### src/rtl/writeback_unit_if.sv
// Result-source bus into the writeback unit: ALU and load paths with valid/ready handshakes.
// The master modport belongs to the producing pipeline stages; the writeback unit uses the slave modport.
interface writeback_unit_if #(
  parameter int Width = 32,
  parameter int Depth = 32
);
  localparam int AW = $clog2(Depth);

  logic             alu_valid;
  logic             alu_ready;
  logic [AW-1:0]    alu_rd;
  logic [Width-1:0] alu_data;
  logic             ld_valid;
  logic             ld_ready;
  logic [AW-1:0]    ld_rd;
  logic [Width-1:0] ld_data;
  logic [2:0]       ld_funct3;
  logic [1:0]       ld_offset;

  modport master (
    output alu_valid, alu_rd, alu_data,
    output ld_valid, ld_rd, ld_data, ld_funct3, ld_offset,
    input  alu_ready, ld_ready
  );

  modport slave (
    input  alu_valid, alu_rd, alu_data,
    input  ld_valid, ld_rd, ld_data, ld_funct3, ld_offset,
    output alu_ready, ld_ready
  );
endinterface

### src/rtl/writeback_unit.sv
// Writeback stage: arbitrates ALU/load results, formats RV32 load data, drives a registered register-file
// write port, and tracks pending writes per register. Define WB_BYPASS_EN to add rs1/rs2 forwarding ports.
module writeback_unit #(
  parameter int Width = 32,
  parameter int Depth = 32
) (
  input  logic                       clk,
  input  logic                       rst,
  writeback_unit_if.slave            src,
  input  logic                       issue_valid,
  input  logic [$clog2(Depth)-1:0]   issue_rd,
  output logic                       issue_ready,
  output logic                       wr_en,
  output logic [$clog2(Depth)-1:0]   wr_addr,
  output logic [Width-1:0]           wr_data,
  input  logic [$clog2(Depth)-1:0]   rs1_addr,
  input  logic [$clog2(Depth)-1:0]   rs2_addr,
  output logic                       rs1_busy,
  output logic                       rs2_busy
`ifdef WB_BYPASS_EN
  ,
  output logic                       rs1_fwd,
  output logic [Width-1:0]           rs1_fwd_data,
  output logic                       rs2_fwd,
  output logic [Width-1:0]           rs2_fwd_data
`endif
);
  localparam int AW = $clog2(Depth);

  logic             ld_fire;
  logic             alu_fire;
  logic             issue_fire;
  logic             dec_fire;
  logic [AW-1:0]    xfer_rd;
  logic [Width-1:0] xfer_data;

  logic             wr_en_d, wr_en_q;
  logic [AW-1:0]    wr_addr_d, wr_addr_q;
  logic [Width-1:0] wr_data_d, wr_data_q;
  logic [1:0]       cnt_d [Depth];
  logic [1:0]       cnt_q [Depth];

  function automatic logic [Width-1:0] fmt_load(input logic [Width-1:0] d,
                                                input logic [2:0]       f3,
                                                input logic [1:0]       off);
    logic [7:0]  b;
    logic [15:0] h;
    case (off)
      2'd0:    b = d[7:0];
      2'd1:    b = d[15:8];
      2'd2:    b = d[23:16];
      default: b = d[31:24];
    endcase
    h = off[1] ? d[31:16] : d[15:0];
    case (f3)
      3'b000:  fmt_load = {{(Width-8){b[7]}}, b};
      3'b100:  fmt_load = {{(Width-8){1'b0}}, b};
      3'b001:  fmt_load = {{(Width-16){h[15]}}, h};
      3'b101:  fmt_load = {{(Width-16){1'b0}}, h};
      default: fmt_load = d;
    endcase
  endfunction

  // Load path has fixed priority; the ALU waits whenever a load is presented.
  assign src.ld_ready  = 1'b1;
  assign src.alu_ready = !src.ld_valid;
  assign ld_fire       = src.ld_valid;
  assign alu_fire      = src.alu_valid && !src.ld_valid;

  always_comb begin
    xfer_rd   = src.alu_rd;
    xfer_data = src.alu_data;
    if (ld_fire) begin
      xfer_rd   = src.ld_rd;
      xfer_data = fmt_load(src.ld_data, src.ld_funct3, src.ld_offset);
    end
    wr_en_d   = 1'b0;
    wr_addr_d = wr_addr_q;
    wr_data_d = wr_data_q;
    if (ld_fire || alu_fire) begin
      wr_en_d   = (xfer_rd != '0);
      wr_addr_d = xfer_rd;
      wr_data_d = xfer_data;
    end
  end

  // wr_en is only ever raised for a non-zero address, so it is the decrement strobe directly.
  assign dec_fire    = wr_en_q;
  assign issue_ready = !((cnt_q[issue_rd] == 2'd3) && !(dec_fire && (wr_addr_q == issue_rd)));
  assign issue_fire  = issue_valid && issue_ready && (issue_rd != '0);

  always_comb begin
    for (int i = 0; i < Depth; i++) begin
      cnt_d[i] = cnt_q[i];
      if (i == 0) begin
        cnt_d[i] = 2'd0;
      end else if (issue_fire && (issue_rd == AW'(i))) begin
        if (!(dec_fire && (wr_addr_q == AW'(i)))) cnt_d[i] = cnt_q[i] + 2'd1;
      end else if (dec_fire && (wr_addr_q == AW'(i)) && (cnt_q[i] != 2'd0)) begin
        cnt_d[i] = cnt_q[i] - 2'd1;
      end
    end
  end

  always_ff @(posedge clk or posedge rst) begin
    if (rst) begin
      wr_en_q   <= 1'b0;
      wr_addr_q <= '0;
      wr_data_q <= '0;
      for (int i = 0; i < Depth; i++) cnt_q[i] <= 2'd0;
    end else begin
      wr_en_q   <= wr_en_d;
      wr_addr_q <= wr_addr_d;
      wr_data_q <= wr_data_d;
      cnt_q     <= cnt_d;
    end
  end

  assign wr_en   = wr_en_q;
  assign wr_addr = wr_addr_q;
  assign wr_data = wr_data_q;

`ifdef WB_BYPASS_EN
  // Last outstanding write landing this cycle can be forwarded instead of stalling the reader.
  assign rs1_fwd      = wr_en_q && (wr_addr_q == rs1_addr) && (rs1_addr != '0) && (cnt_q[rs1_addr] == 2'd1);
  assign rs2_fwd      = wr_en_q && (wr_addr_q == rs2_addr) && (rs2_addr != '0) && (cnt_q[rs2_addr] == 2'd1);
  assign rs1_fwd_data = wr_data_q;
  assign rs2_fwd_data = wr_data_q;
  assign rs1_busy     = (rs1_addr != '0) && (cnt_q[rs1_addr] != 2'd0) && !rs1_fwd;
  assign rs2_busy     = (rs2_addr != '0) && (cnt_q[rs2_addr] != 2'd0) && !rs2_fwd;
`else
  assign rs1_busy     = (rs1_addr != '0) && (cnt_q[rs1_addr] != 2'd0);
  assign rs2_busy     = (rs2_addr != '0) && (cnt_q[rs2_addr] != 2'd0);
`endif

endmodule

### src/flat_wrapper.sv
// flat-port wrapper written by rule: the top's interface ports become plain ports
module writeback_unit_flat 
#(
  parameter int Width = 32,
  parameter int Depth = 32
)
  (clk, rst, issue_valid, issue_rd, issue_ready, wr_en, wr_addr, wr_data, rs1_addr, rs2_addr, rs1_busy, rs2_busy, src_alu_valid, src_alu_rd, src_alu_data, src_ld_valid, src_ld_rd, src_ld_data, src_ld_funct3, src_ld_offset, src_alu_ready, src_ld_ready);
  writeback_unit_if #(.Width(Width), .Depth(Depth)) src_i ();
  input  logic clk;
  input  logic rst;
  input  logic issue_valid;
  input  logic [$clog2(Depth)-1:0] issue_rd;
  output logic issue_ready;
  output logic wr_en;
  output logic [$clog2(Depth)-1:0] wr_addr;
  output logic [Width-1:0] wr_data;
  input  logic [$clog2(Depth)-1:0] rs1_addr;
  input  logic [$clog2(Depth)-1:0] rs2_addr;
  output logic rs1_busy;
  output logic rs2_busy;
  input wire logic [$bits(src_i.alu_valid)-1:0] src_alu_valid;
  input wire logic [$bits(src_i.alu_rd)-1:0] src_alu_rd;
  input wire logic [$bits(src_i.alu_data)-1:0] src_alu_data;
  input wire logic [$bits(src_i.ld_valid)-1:0] src_ld_valid;
  input wire logic [$bits(src_i.ld_rd)-1:0] src_ld_rd;
  input wire logic [$bits(src_i.ld_data)-1:0] src_ld_data;
  input wire logic [$bits(src_i.ld_funct3)-1:0] src_ld_funct3;
  input wire logic [$bits(src_i.ld_offset)-1:0] src_ld_offset;
  output wire logic [$bits(src_i.alu_ready)-1:0] src_alu_ready;
  output wire logic [$bits(src_i.ld_ready)-1:0] src_ld_ready;
  assign src_i.alu_valid = src_alu_valid;
  assign src_i.alu_rd = src_alu_rd;
  assign src_i.alu_data = src_alu_data;
  assign src_i.ld_valid = src_ld_valid;
  assign src_i.ld_rd = src_ld_rd;
  assign src_i.ld_data = src_ld_data;
  assign src_i.ld_funct3 = src_ld_funct3;
  assign src_i.ld_offset = src_ld_offset;
  assign src_alu_ready = src_i.alu_ready;
  assign src_ld_ready = src_i.ld_ready;
  writeback_unit #(.Width(Width), .Depth(Depth)) u_core (.clk(clk), .rst(rst), .src(src_i), .issue_valid(issue_valid), .issue_rd(issue_rd), .issue_ready(issue_ready), .wr_en(wr_en), .wr_addr(wr_addr), .wr_data(wr_data), .rs1_addr(rs1_addr), .rs2_addr(rs2_addr), .rs1_busy(rs1_busy), .rs2_busy(rs2_busy));
endmodule
### config.mk
export PLATFORM = sky130hd
export DESIGN_NAME = writeback_unit_flat
export DESIGN_NICKNAME = d
export VERILOG_FILES = /design/src/rtl/writeback_unit_if.sv /design/src/rtl/writeback_unit.sv /design/src/flat_wrapper.sv
export SDC_FILE = /design/constraint.sdc
export NUM_CORES = 1
export LEC_CHECK = 0
export BUFFER_PORTS_ARGS = -buffer_cell sky130_fd_sc_hd__buf_2
export CAP_MARGIN = 20
export CORE_MARGIN = 2
export CORE_UTILIZATION = 35
export DETAILED_ROUTE_END_ITERATION = 10
export PLACE_DENSITY_LB_ADDON = 0.3
export SLEW_MARGIN = 20
export SYNTH_ARGS = -nofsm -noshare
export SYNTH_HDL_FRONTEND = slang
export SYNTH_SLANG_ARGS = --single-unit
### constraint.sdc
create_clock -name clk -period 3.8 [get_ports clk]
set_clock_uncertainty 0.2 [all_clocks]
set_input_delay 0.38 -clock clk [delete_from_list [all_inputs] [get_ports clk]]
set_output_delay 0.38 -clock clk [all_outputs]
set_load 0.01 [all_outputs]
==> flow_summary.yaml <==
outcome:
  status: "finished clean"
global_route:
  grt_max_degree: 59
  track_usage_pct: 20.3
  overflow: 0
  grt_pass1_wl_um: 34800
  antenna_found_initial: 0
  grt_pass1_vias: 6471
sta:
  rsz0062_at_grt: "no"
  setup_slack_ns: 0.909
  maxSlewViolCount: 0
  fmax_ghz: 0.346
  fin_tns_setup_ns: 0
  tightest_slew_ns: 0.967
  setup_viol: 0
  period_minus_slack_ns: 2.89
  hold_violations: 0
  fin_crit_sh_pct: 76.1
  slew_headroom_pct: 35.5
cts:
  clk_path_buf_depth: 2
  cts_resized: 0
  clkSlewWorstSetupHoldPaths_ns: 0.07
  insertion_delay_ns: 0.36
  cts_buffers: 9
  htree_levels: 3
  tritoncts: "done"
  clock-root-buffer: "clkbuf_16"
  clock_sinks: 100
floorplan:
  dieWidth_um: 147
  dieArea_um2: 21600
  core_area_um2: 20200
  ioPinCount: 142
  fp-row-count: 52
  start_util_pct: 35.5
  die_h_um: 147
logic_synthesis:
  synth_warnings: 0
  syn_area_um2: 7150
  synth_cell_types: 67
  synth_most_common_cell: "a21oi_1"
  synth_top_cell_by_area: "dfrtp_1"
  yosys_register_bits: 100
  async_flop_share_pct: 100
  synth_nets: 959
  syn_avg_cell_area_um2: 8.32
  synthCells: 860
  synth_top_area_share_pct: 35.0
  synth_area_leaders: "dfrtp_1 (35%), a21oi_1 (7.6%), nor2_1 (4.7%)"
  yosys_most_used_dff: "dfrtp_1"
  synth_common_cells: "a21oi_1 (108), dfrtp_1 (100), nor2_1 (89)"
  synth_edf_count: 0
  yosysSeqAreaShare_pct: 35.0
worst_setup_path:
  start_kind: "input port"
  end_kind: "flip-flop"
  path_max_fanout: 31
  worstPathRequired_ns: 3.83
  critPathLaunch: "issue_rd[0]"
  arrival_ns: 2.92
  r2r_start: "u_core.cnt_q[15]"
  critPathKind: "input port to flip-flop"
min_path:
  hold_path_class: "input port to flip-flop"
  hp-start: "src_ld_rd[0]"
power_and_ir_drop:
  seq_power_share_pct: 43.9
  total_power_w: 0.00351
  leakagePower_nw: 3.41
  p_int_w: 0.00225
  combPwrFrac_pct: 28.3
  power.share.clock_pct: 27.8
  switching_power_w: 0.00126
  ir_drop_uv: 204
  swShare_pct: 35.9
  power_density_nw_per_um2: 421
place:
  place_area_um2: 8020
  place_hpwl_um: 16800
  place.gp.congestion: 0.922
  pre_cts_ws_ns: 0.622
  port-buffer-count: 140
layout:
  fin_area_um2: 8330
  n_antenna_cell: 0
  fin_nets: 1065
  drive_gt1_share_pct: 20.8
  synthToLayoutAreaGrowth_pct: 16.5
  fin_util_pct: 41.3
routing:
  num_vias: 6922
  first_pass_iters: 6
  antenna_left: 0
  drcViolationCount: 0
  viasPerCell: 5.58
  wirelength_um: 22000
  drtIter0Drc: 688
  avgRoutedWirePerCell_um: 17.7
flow_run:
  maxCapViolations: 0
==> layout make-up <==
| cell class | instances | area, um2 |
|---|---|---|
| repair buffers | 149 | 783 |
| multi-input cells | 678 | 4290 |
| fillers | 2062 | 11800 |
| flip-flops and latches | 100 | 2500 |
| well taps | 270 | 338 |
| inverters | 28 | 108 |
| clock buffers | 11 | 243 |
| clock inverters | 5 | 66.3 |
==> power by group through the flow <==
| stage | sequential (W) | clock, W | combinational (W) |
|---|---|---|---|
| floorplan | 0.00148 | 0 | 0.000693 |
| global placement | 0.00155 | 0 | 0.000975 |
| detailed placement | 0.00155 | 0 | 0.000988 |
| CTS | 0.00153 | 0.00101 | 0.000991 |
| global route | 0.00158 | 0.00105 | 0.00110 |
| finish | 0.00154 | 0.000975 | 0.000993 |
==> sequential cells by signal, summed over array words and instances (netlist names) <==
name / flops
u_core.wr_addr: 5
u_core.wr_data: 32
u_core.wr_en: 1
u_core.cnt_q: 62
==> stage by stage <==
step	cells	hold WS, ns
floorplan	860	0.261
global placement	1224	0.284
detailed placement	1224	0.306
CTS	1241	0.0280
global route	1241	0.0459
finish	1241	0.0410
==> worst max-delay path, cell delays in order <==
cell and delay (ns):
buf_2 0.44, nor2b_1 0.41, a32oi_1 0.17, o2111ai_1 0.14
nand4_2 0.25, buf_4 0.27, o211ai_1 0.39, nand2_1 0.09
a221o_1 0.37
==> cell usage in the layout, fill, tap and decap left out, types with 24 or more instances in the layout <==
master and instances:
buf_2 140, a21oi_1 108, dfrtp_1 100, nor2_1 89, nand2_1 61, o21ai_0 46, a211oi_1 40, nor3_1 38
nor2b_1 29, inv_1 27, mux2i_1 27, nand3_1 24
==> layer usage <==
layer	vias up	global-route usage [%]	share of wire, %
met5	-	0	0
met4	0	4.62	0.92
met3	12	6.30	9.0
met2	254	31.8	45
met1	3258	27.7	45
li1	3398	-	-
==> path summary, 6_finish.rpt <==
kind / endpoint / slack (ns) / cells after the start
max: u_core.cnt_q[27] / 0.91 / 9
min reg2reg: u_core.cnt_q[20] / 0.31 / 1
max in group asynchronous: u_core.cnt_q[14] / 2.16 / 4
min: u_core.wr_addr[0] / 0.04 / 3
min in group asynchronous: u_core.wr_addr[0] / 0.51 / 3
max reg2reg: u_core.cnt_q[27] / 0.97 / 8
==> logic make-up after synthesis <==
logic type,share of synthesized area (%)
compound gates,28.4
other cells,0.0524
mux,7.40
buf+inv,4.97
flops,35.0
xor+xnor,2.45
simple gates,21.7
==> timing repair <==
action                    in CTS  in global routing
setup buffers                  0                  0
hold buffers                   1                  0
hold endpoints to repair      34                  0
Power figures use the tool's default switching activity.
